**config.mk**
```make
export PLATFORM = sky130hd
export DESIGN_NAME = systolic_feeder
export DESIGN_NICKNAME = d
export VERILOG_FILES = /design/src/rtl/systolic_feeder.sv
export SDC_FILE = /design/constraint.sdc
export NUM_CORES = 1
export LEC_CHECK = 0
export CAP_MARGIN = 0
export CELL_PAD_IN_SITES_DETAIL_PLACEMENT = 2
export CELL_PAD_IN_SITES_GLOBAL_PLACEMENT = 2
export CORE_ASPECT_RATIO = 0.7
export CORE_MARGIN = 1
export CORE_UTILIZATION = 25
export CTS_CLUSTER_DIAMETER = 120
export CTS_CLUSTER_SIZE = 8
export DETAILED_ROUTE_END_ITERATION = 8
export PLACE_DENSITY_LB_ADDON = 0.08
export SYNTH_ARGS = -nofsm -noshare
export SYNTH_HDL_FRONTEND = slang
export SYNTH_SLANG_ARGS = --single-unit
```
**constraint.sdc**
```tcl
create_clock -name clk_i -period 6.7 [get_ports clk_i]
set_input_delay 1.34 -clock clk_i [delete_from_list [all_inputs] [get_ports clk_i]]
set_output_delay 1.34 -clock clk_i [all_outputs]
set_load 0.005 [all_outputs]
```
**src/rtl/systolic_feeder.sv**
```systemverilog
// Operand sequencer for a 4x4 output-stationary systolic array: buffers one A/B
// tile over valid/ready, then drives skewed, zero-padded west/north operand streams.
module systolic_feeder #(
  parameter int DW    = 16,
  parameter int DRAIN = 4
) (
  input  logic          clk_i,
  input  logic          rst_ni,
  input  logic          in_valid_i,
  output logic          in_ready_o,
  input  logic [4*DW-1:0] in_a_i,
  input  logic [4*DW-1:0] in_b_i,
  output logic [DW-1:0] a1_o,
  output logic [DW-1:0] a2_o,
  output logic [DW-1:0] a3_o,
  output logic [DW-1:0] a4_o,
  output logic [DW-1:0] b1_o,
  output logic [DW-1:0] b2_o,
  output logic [DW-1:0] b3_o,
  output logic [DW-1:0] b4_o,
  output logic          feed_valid_o,
  output logic          acc_clr_o,
  output logic          done_o,
  output logic          busy_o
);

  typedef enum logic [2:0] {
    S_LOAD, S_CLEAR, S_STREAM, S_DRAIN, S_DONE
  } state_e;

  state_e        state_q;
  logic [1:0]    k_q;
  logic [2:0]    t_q;
  logic [3:0]    drain_q;
  logic [DW-1:0] a_buf_q [4][4];  // a_buf_q[row][k]
  logic [DW-1:0] b_buf_q [4][4];  // b_buf_q[k][col]
  logic [DW-1:0] a_q [4];
  logic [DW-1:0] b_q [4];
  logic [DW-1:0] a_d [4];
  logic [DW-1:0] b_d [4];
  logic [2:0]    t_sel;
  logic          in_ready_q, feed_valid_q, acc_clr_q, done_q, busy_q;

  // Skewed operands for the step about to be presented: row/column i lags by i cycles.
  always_comb begin
    // NOTE: every always_comb output gets a default first so no latch is inferred.
    t_sel = (state_q == S_CLEAR) ? 3'd0 : t_q + 3'd1;
    for (int i = 0; i < 4; i++) begin
      a_d[i] = '0;
      b_d[i] = '0;
      for (int d = 0; d < 4; d++) begin
        if (int'(t_sel) == i + d) begin
          a_d[i] = a_buf_q[i][d];
          b_d[i] = b_buf_q[d][i];
        end
      end
    end
  end

  always_ff @(posedge clk_i or negedge rst_ni) begin
    if (!rst_ni) begin
      // NOTE: sequential state uses non-blocking assignments only, so every flop
      // samples pre-edge values regardless of statement order.
      state_q      <= S_LOAD;
      k_q          <= '0;
      t_q          <= '0;
      drain_q      <= '0;
      in_ready_q   <= 1'b1;
      feed_valid_q <= 1'b0;
      acc_clr_q    <= 1'b0;
      done_q       <= 1'b0;
      busy_q       <= 1'b0;
      // NOTE: the operand buffer is reset too, so an aborted tile leaves no stale data.
      for (int i = 0; i < 4; i++) begin
        a_q[i] <= '0;
        b_q[i] <= '0;
        for (int j = 0; j < 4; j++) begin
          a_buf_q[i][j] <= '0;
          b_buf_q[i][j] <= '0;
        end
      end
    end else begin
      case (state_q)
        S_LOAD: begin
          if (in_valid_i && in_ready_q) begin
            for (int i = 0; i < 4; i++) begin
              a_buf_q[i][k_q] <= in_a_i[DW*i +: DW];
              b_buf_q[k_q][i] <= in_b_i[DW*i +: DW];
            end
            if (k_q == 2'd3) begin
              state_q    <= S_CLEAR;
              k_q        <= '0;
              in_ready_q <= 1'b0;
              busy_q     <= 1'b1;
              acc_clr_q  <= 1'b1;
            end else begin
              k_q <= k_q + 2'd1;
            end
          end
        end
        S_CLEAR: begin
          state_q      <= S_STREAM;
          t_q          <= '0;
          acc_clr_q    <= 1'b0;
          feed_valid_q <= 1'b1;
          a_q          <= a_d;
          b_q          <= b_d;
        end
        S_STREAM: begin
          if (t_q == 3'd6) begin
            state_q      <= S_DRAIN;
            drain_q      <= '0;
            feed_valid_q <= 1'b0;
            a_q          <= '{default: '0};
            b_q          <= '{default: '0};
          end else begin
            t_q <= t_q + 3'd1;
            a_q <= a_d;
            b_q <= b_d;
          end
        end
        S_DRAIN: begin
          if (drain_q == 4'(DRAIN - 1)) begin
            state_q <= S_DONE;
            done_q  <= 1'b1;
          end else begin
            drain_q <= drain_q + 4'd1;
          end
        end
        S_DONE: begin
          state_q    <= S_LOAD;
          done_q     <= 1'b0;
          in_ready_q <= 1'b1;
          busy_q     <= 1'b0;
        end
        default: state_q <= S_LOAD;
      endcase
    end
  end

  assign in_ready_o   = in_ready_q;
  assign feed_valid_o = feed_valid_q;
  assign acc_clr_o    = acc_clr_q;
  assign done_o       = done_q;
  assign busy_o       = busy_q;
  assign a1_o = a_q[0];
  assign a2_o = a_q[1];
  assign a3_o = a_q[2];
  assign a4_o = a_q[3];
  assign b1_o = b_q[0];
  assign b2_o = b_q[1];
  assign b3_o = b_q[2];
  assign b4_o = b_q[3];

endmodule

```
* After elaboration in Yosys (flattened, before gate mapping) *
Cells that the tools add are included.

word-level totals
  register bits after elaboration = 657
  output and inout bits = 133
  word-level logic and storage cells = 168

cells by class
  eq/ne operators = 19
  add/subtract/negate cells = 3
  bitwise gates (word level) = 1
  reductions and logical operators = 17
  order comparisons = 2
  multiplexer cells = 77

operators with widths
  cell                                                              number
  256-bit bitwise mux                                               4
  16-bit 2-to-1 mux                                                 34
  64-bit demux with 2-bit select                                    4
  64-bit bitwise mux                                                4
  64-bit one-hot mux with 2 select lines                            2
  64-bit 2-to-1 mux                                                 3
  48-bit 2-to-1 mux                                                 1
  16-bit demux with 2-bit select                                    1
  32-bit 2-to-1 mux                                                 1
  3-bit == test (second input constant)                             6
  3-bit 2-to-1 mux                                                  6
  3-bit by 2-bit == test with 1-bit output (second input constant)  4
  2-bit != test (second input constant)                             6
  3-bit one-hot mux with 4 select lines                             1
  1-bit one-hot mux with 2 select lines                             5
  2-bit nonzero test                                                5
  3-bit AND reduction                                               3
  4-bit 2-to-1 mux                                                  2
  4-bit one-hot mux with 2 select lines                             1
  2-bit AND reduction                                               4
  3-bit zero test                                                   2
  1-bit 2-to-1 mux                                                  6
  3-bit one-hot mux with 2 select lines                             1
  4-bit by 1-bit adder with 4-bit output (second input constant)    1
  11 further kinds                                                  12

* Longest topological paths before layout *
Gate-level depths: netlist of the first run.

  depth after elaboration = 9
  mapped depth = 10
  depth with buffers taken out = 7

* Least setup slack after synthesis of the first run *
Ideal clock, no wire load.

  path type = input-to-reg
  start point = input port in_valid_i
  end point = register a_buf_q[0] (netlist bit)
  arrival time = 2485 ps
  slack = 4090 ps
  data required time = 6575 ps
  stages = 6
  setup time = 125 ps
  path through = and4_1 -> buf_2 -> nand2_1 -> buf_2 -> buf_6 -> mux2_2

between the ends
  longest elaborated chain between the ends = 2

ends and longest elaborated chain
  what                                  RTL line  RTL
  start: declaration                    9         input logic in_valid_i,
  1-bit logical AND                     85        if (in_valid_i && in_ready_q) begin
  2-bit AND reduction (no source line)  --
  end signal: indexed assignment        87        a_buf_q[i][k_q] <= in_a_i[DW*i +: DW];
  end: declaration                      35        logic [DW-1:0] a_buf_q [4][4];

No other way between the ends.
A chain may end at the register's enable or synchronous reset.

* Worst setup path after layout of the first run *
  start point = register t_q[0]
  end point = register a_q (netlist bit a2_o[12])

between the ends
  longest elaborated chain between the ends = 9
  elaborated cells on any way between the ends = 13
  those cells by class = add/sub: 1; eq/ne: 5; mux: 7

ends and longest elaborated chain
  what                                        RTL line  RTL
  start: declaration                          33        logic [2:0] t_q;
  start signal: assignment                    117       t_q <= t_q + 3'd1;
  3-bit by 1-bit adder with 3-bit output      47        t_sel = (state_q == S_CLEAR) ? 3'd0 : t_q + 3'd1;
  3-bit 2-to-1 mux                            47
  3-bit by 2-bit == test with 1-bit output    52        if (int'(t_sel) == i + d) begin
  16-bit 2-to-1 mux (4 in a row)              52
  64-bit 2-to-1 mux                           110       if (t_q == 3'd6) begin
  64-bit one-hot mux with 2 select lines (*)  83        case (state_q)
  end signal: assignment                      106       a_q <= a_d;
  end signal: assignment                      114       a_q <= '{default: '0};
  end signal: assignment                      118       a_q <= a_d;
  end: declaration                            37        logic [DW-1:0] a_q [4];

Mark *: on every way between the ends. The rest lies on a longest branch, timed or not.

==> results of run 1 <==
## power by group through the flow
stage / Combinational [mW] / Clock (mW) / Sequential (mW)
6_report: 6.87 / 4.24 / 6.68
4_1_cts: 7.07 / 4.43 / 6.71
3_5_place_dp: 7.05 / 0 / 6.76
5_1_grt: 7.59 / 4.55 / 6.90
3_3_place_gp: 6.83 / 0 / 6.63
2_1_floorplan: 4.23 / 0 / 6.32
## cell families after synthesis
group	count (synthesis)	share of synthesized area
xor+xnor	5	0.00181
flops	657	0.579
fa+ha+maj	7	0.00308
compound gates	496	0.108
simple gates	375	0.0625
buf+inv	181	0.0300
mux	546	0.216
## metrics by stage
stage / hold slack (ns) / std cells / utilization
after global routing: 0.501 / 4029 / 0.311
after floorplan: 0.460 / 2267 / -
after CTS: 0.487 / 4027 / 0.311
after detailed placement: 0.476 / 3916 / 0.289
after global placement: 0.464 / 3916 / 0.289
final: 0.479 / 4030 / 0.311
## routing by layer
metal,up-vias,wire length [um],GRT usage
li1,8566,-,-
met1,10500,45800,0.232
met2,310,46400,0.281
met3,182,3670,0.0339
met4,10,2430,0.0486
met5,-,62,0
## Yosys cell counts (9+ instances only)
master / number
dfrtp_1: 656
mux2_2: 544
o21ai_0: 162
nand2_1: 150
a21oi_1: 130
clkbuf_1: 88
buf_2: 74
nor2_1: 74
a22o_1: 66
nand2b_1: 64
o21ai_1: 38
nor3_1: 36
a221oi_1: 32
a22oi_1: 32
o41ai_1: 31
and3_1: 20
and2_1: 18
buf_6: 9
## worst max-delay path by stage
stage,cells after the start,start,to
final,7,t_q[0],a2_o[12]
after global placement,5,in_valid_i,b_buf_q[190]
after floorplan,6,in_valid_i,a_buf_q[0]
after CTS,7,t_q[0],a2_o[12]
after global routing,7,t_q[0],b2_o[11]
after detailed placement,5,in_valid_i,b_buf_q[183]
## final cells by class
type                       instances  area (sq um)
tap                             1522          1900
clock inverter                     6          60.1
multi-input combinational       1429         11200
fill                           11700         77700
sequential                       657         16400
timing repair buffer             301          2970
inverter                           7          26.3
antenna                            3          7.51
clock buffer                     105          2390
## worst max-delay path, stage by stage (launching register included)
cell and delay, ns:
dfrtp_4 0.97, inv_1 0.40, ha_4 0.43, buf_4 0.72, nand2_1 0.14, nand2_2 0.83
a21oi_1 0.21, o41ai_1 0.40
==> run metrics, run 1 <==
status=complete, but fails checks; violated checks=design-rule violations; Setup Skew=0.0256 ns; largest cells by area after synthesis=dfrtp_1 58%, mux2_2 22%, o21ai_0 2.9%; Post-route DRC=4; Hold EP=b4_o[4]; dpl hpwl=roughly 56 mm; worst flop-to-flop path endpoint=a2_o[12]; die area=roughly 120000 sq um; area growth from synthesis to layout=23.3%; Syn Area/Cell=around 13 sq um; Max-slew headroom=0.258; largest net degree at the start of global routing=about 170; Mapped Nets=around 2400; critical path launch point type=flop; YS warnings=0; Initial DRT Pass Iterations=8; Routed WL=slightly below 100 mm; Clk pwr share=0.239; DRT iter0 DRCs=slightly above 600; initial antenna violation count=8; clk root buf=clkbuf_16; CTS clk-pin slew, worst paths=0.06 ns; CTS Buf Count=92; DP Area=roughly 33000 sq um; Port Buffers=between 200 and 300; worst hold stages=2; CP Max Fanout=50; post-CTS setup buffer count=0; area leader, netlist=dfrtp_1; asr flop ratio synth=1.00; most frequent cells in the layout=655 x dfrtp_1, 544 x mux2_2, 262 x clkdlybuf4s50_1; core area=113000 sq um; final hold violation count=0; H-tree depth=3; kind of critical path=flop to flop; Hold Path Class=flop to flop; wire per inst=24.4 um; power consumption=about 18 mW; GPL Wtd Cong=between 0.6 and 0.7; hold_sp=b4_o[4]; post-synthesis sequential area ratio=0.579; Crit. End Element=flop; first-pass GRT wire length=about 150 mm; Overall Global Routing Usage=0.173; post-route setup TNS=0 ns; PD cells=about 500 nW/um^2; Net Switching=roughly 6.7 mW; Peak VDD IR=0.370 mV; setup slack after layout=~2.4 ns; Worst-Margin Slew=1.11 ns; Final ANT Viol Nets=0; share of layout cells above drive strength 1=0.283; R2R depth=7; ys flop type=dfrtp_1; hold_buf cts=0; Rows=103; max frequency=about 230 MHz; crit path time final=approximately 4.3 ns; CTS tree=built; most common cell after layout, fill and taps aside=dfrtp_1; Clock Latency Late Sink=about 0.67 ns; Combinational Power Share=0.386; Max-Cap Viols=0; final net count=between 2000 and 3000; total grt overflow=0; Post-Syn Area=28400 sq um; Final Cell Area=about 35000 sq um; Die W=405 um; Synth Instances=between 2000 and 2500; vias in the first global route=around 23000; Clock Path Buffers=3; R2R setup slack=roughly 2.4 ns; Ports=about 260; top flop regs=a_buf_q: 256 flops, b_buf_q: 256 flops; vias per cell=between 4 and 5; CTS resizes=0; EDFF count, synth=0; r2r startpoint=t_q[0]; LEAKAGE=~16 nW; Chip Height=approximately 280 um; Initial Utilization=0.252; RSZ-0062 raised after global routing=no; final period utilization=0.640; #FFs+latches synth=~660; Seq pwr share=0.375; pre-CTS WS=approximately 2.3 ns; final setup vio count=0; CTS Sinks=between 600 and 700; crit path DAT=4.83 ns; Slew Limit Fails=0; WP data required=~7.3 ns; top cell type's share of synthesized area=0.578; Int Pwr=approximately 11 mW; Yosys cell types=42; Switching Fraction=0.378; total number of vias=roughly 20000
Note: power is estimated with default switching activity, not from simulation.
==> run 2: changes to the inputs <==
clock period = 3.43 ns   (was 6.7 ns; I/O delays follow)
==> run metrics, run 2 (synthesis results as in run 1) <==
Overall Global Routing Usage=0.176 (+0.00318); CTS clk-pin slew, worst paths=0.06 ns (about the same); initial antenna violation count=7 (-1); Initial DRT Pass Iterations=8 (unchanged); final period utilization=0.816 (+0.176); GPL Wtd Cong=0.703 (+0.57%); Clk pwr share=0.237 (-0.002); final net count=2666 (+1.5%); most common cell after layout, fill and taps aside=dfrtp_1; CTS Buf Count=92 (unchanged); Top Usage Layer GRT=met2; Seq pwr share=0.367 (-0.008); kind of critical path=flop to flop; Die W=405 um (unchanged); GR Util met3=0.0254 (-0.00845); top flop regs=a_buf_q: 256 flops, b_buf_q: 256 flops; Hold Path Class=flop to flop; PD cells=983 nW/um^2 (+94%); critical path launch point type=flop; total grt overflow=0 (unchanged); Worst-Margin Slew=0.720 ns (-0.393 ns); Combinational Power Share=0.396 (+0.010); LEAKAGE=16.3 nW (+2.1%); Max-slew headroom=0.520 (+0.262); violated checks=design-rule violations; Final Cell Area=35700 sq um (+1.9%); core area=113000 sq um (unchanged); Initial Utilization=0.252 (unchanged); Int Pwr=21.8 mW (+97%); Switching Fraction=0.378 (-0.000617); Peak VDD IR=0.733 mV (+98%); worst hold stages=2 (unchanged); die area=115000 sq um (unchanged); dpl hpwl=58.6 mm (+5.2%); Port Buffers=263 (unchanged); R2R depth=7 (unchanged); met2 Use GR=0.300 (+0.0192); total number of vias=19500 (-0.10%); DP Area=33200 sq um (+1.9%); Clock Latency Late Sink=0.67 ns (about the same); Setup Skew=0.0257 ns (+0.0000639 ns); CTS tree=built; most frequent cells in the layout=655 x dfrtp_1, 544 x mux2_2, 262 x clkdlybuf4s50_1; Net Switching=13.3 mW (+97%); share of layout cells above drive strength 1=0.293 (+0.0103); WP data required=3.94 ns (-3.31 ns); Setup crit end=b1_o[14]; Chip Height=284 um (unchanged); r2r startpoint=t_q[0]; power consumption=35.1 mW (+97%); RSZ-0062 raised after global routing=no; hold_sp=a1_o[12]; largest net degree at the start of global routing=103 (-39%); Max-Cap Viols=0 (unchanged); crit path DAT=3.31 ns (-1.52 ns); crit path time final=2.80 ns (-1.49 ns); Final ANT Viol Nets=0 (unchanged); crit path from=t_q[0]; max frequency=357 MHz (+53%); Crit. End Element=flop; vias in the first global route=23000 (+2.0%); status=complete, but fails checks; R2R setup slack=0.63 ns (-1.78 ns); fill cell count=11700 (-0.23%); Slew Limit Fails=0 (unchanged); final setup vio count=0 (unchanged); Clock Path Buffers=3 (unchanged); post-CTS setup buffer count=0 (unchanged); clk root buf=clkbuf_16; Routed WL=99.6 mm (+1.2%); CTS Sinks=657 (unchanged); area growth from synthesis to layout=25.6%; post-route setup TNS=0 ns (unchanged); Post-route DRC=2 (-2); first-pass GRT wire length=152 mm (+1.9%); Ports=264 (unchanged); CP Max Fanout=27 (-46%); DRT iter0 DRCs=486 (-21%); wire per inst=24.5 um (+0.30%); worst flop-to-flop path endpoint=b1_o[14]; met1 Use GR=0.233 (about the same); H-tree depth=3 (unchanged); Rows=103 (unchanged); vias per cell=4.79 (-1.0%); final hold violation count=0 (unchanged)
[run 2: cell count changes in the layout (fill, tap and decap cells not counted), sizes merged]
| cell | change |
|---|---|
| buf | +39 |
| clkbuf | -3 |
| clkinv | +3 |
| inv | -2 |
| dlygate4sd3 | +1 |
[run 2: worst max-delay path, cell delays in order (launching register included)]
cell      delay (ns)
dfrtp_4         0.50
inv_1           0.30
ha_4            0.40
buf_4           0.51
nand2b_1        0.11
a22o_1          0.19
a221oi_1        0.45
o21ai_0         0.18
[run 2: stage by stage]
stage | util | std cells | worst slack, ns | hold WS (ns)
after floorplan | - | 2267 | 1.17 | 0.390
after global placement | 0.294 | 3955 | 0.639 | 0.466
after detailed placement | 0.294 | 3955 | 0.524 | 0.474
after CTS | 0.316 | 4065 | 0.565 | 0.486
after global routing | 0.317 | 4068 | 0.411 | 0.506
final | 0.317 | 4068 | 0.631 | 0.482
[run 2: worst min-delay path by stage]
stage / endpoint / slack [ns]
6_report: a1_o[12] / 0.48
5_1_grt: b2_o[7] / 0.51
4_1_cts: a1_o[12] / 0.49
3_5_place_dp: a1_o[12] / 0.47
3_3_place_gp: b2_o[12] / 0.47
2_1_floorplan: a1_o[0] / 0.39
[run 2: layout make-up]
cell class                      instances  area [sq um]  share of cell area
Clock buffer                          102          2360              0.0661
Tap cell                             1522          1900              0.0534
Inverter                                7          26.3            0.000736
Timing Repair Buffer                  341          3610               0.101
Clock inverter                          7           116             0.00326
Multi-Input combinational cell       1429         11200               0.314
Antenna cell                            3          7.51            0.000210
Sequential cell                       657         16400               0.461
[run 2: routing by layer]
layer	up-vias	share of wire
met5	-	0.00023
met4	4	0.020
met3	126	0.024
met2	255	0.49
met1	10500	0.46
li1	8618	-
[run 2: power by group through the flow]
stage,Clock [mW],Sequential (mW),Combinational (mW)
finish,8.33,12.9,13.9
global route,8.94,13.3,15.4
CTS,8.70,12.9,14.4
detailed placement,0,13.0,14.3
global placement,0,12.8,13.9
floorplan,0,12.4,8.26
[run 2: repair_timing]
action,4_1_cts,5_1_grt
endpoints found under the hold margin,11,0
hold buffers,1,0
gates resized for setup,0,0
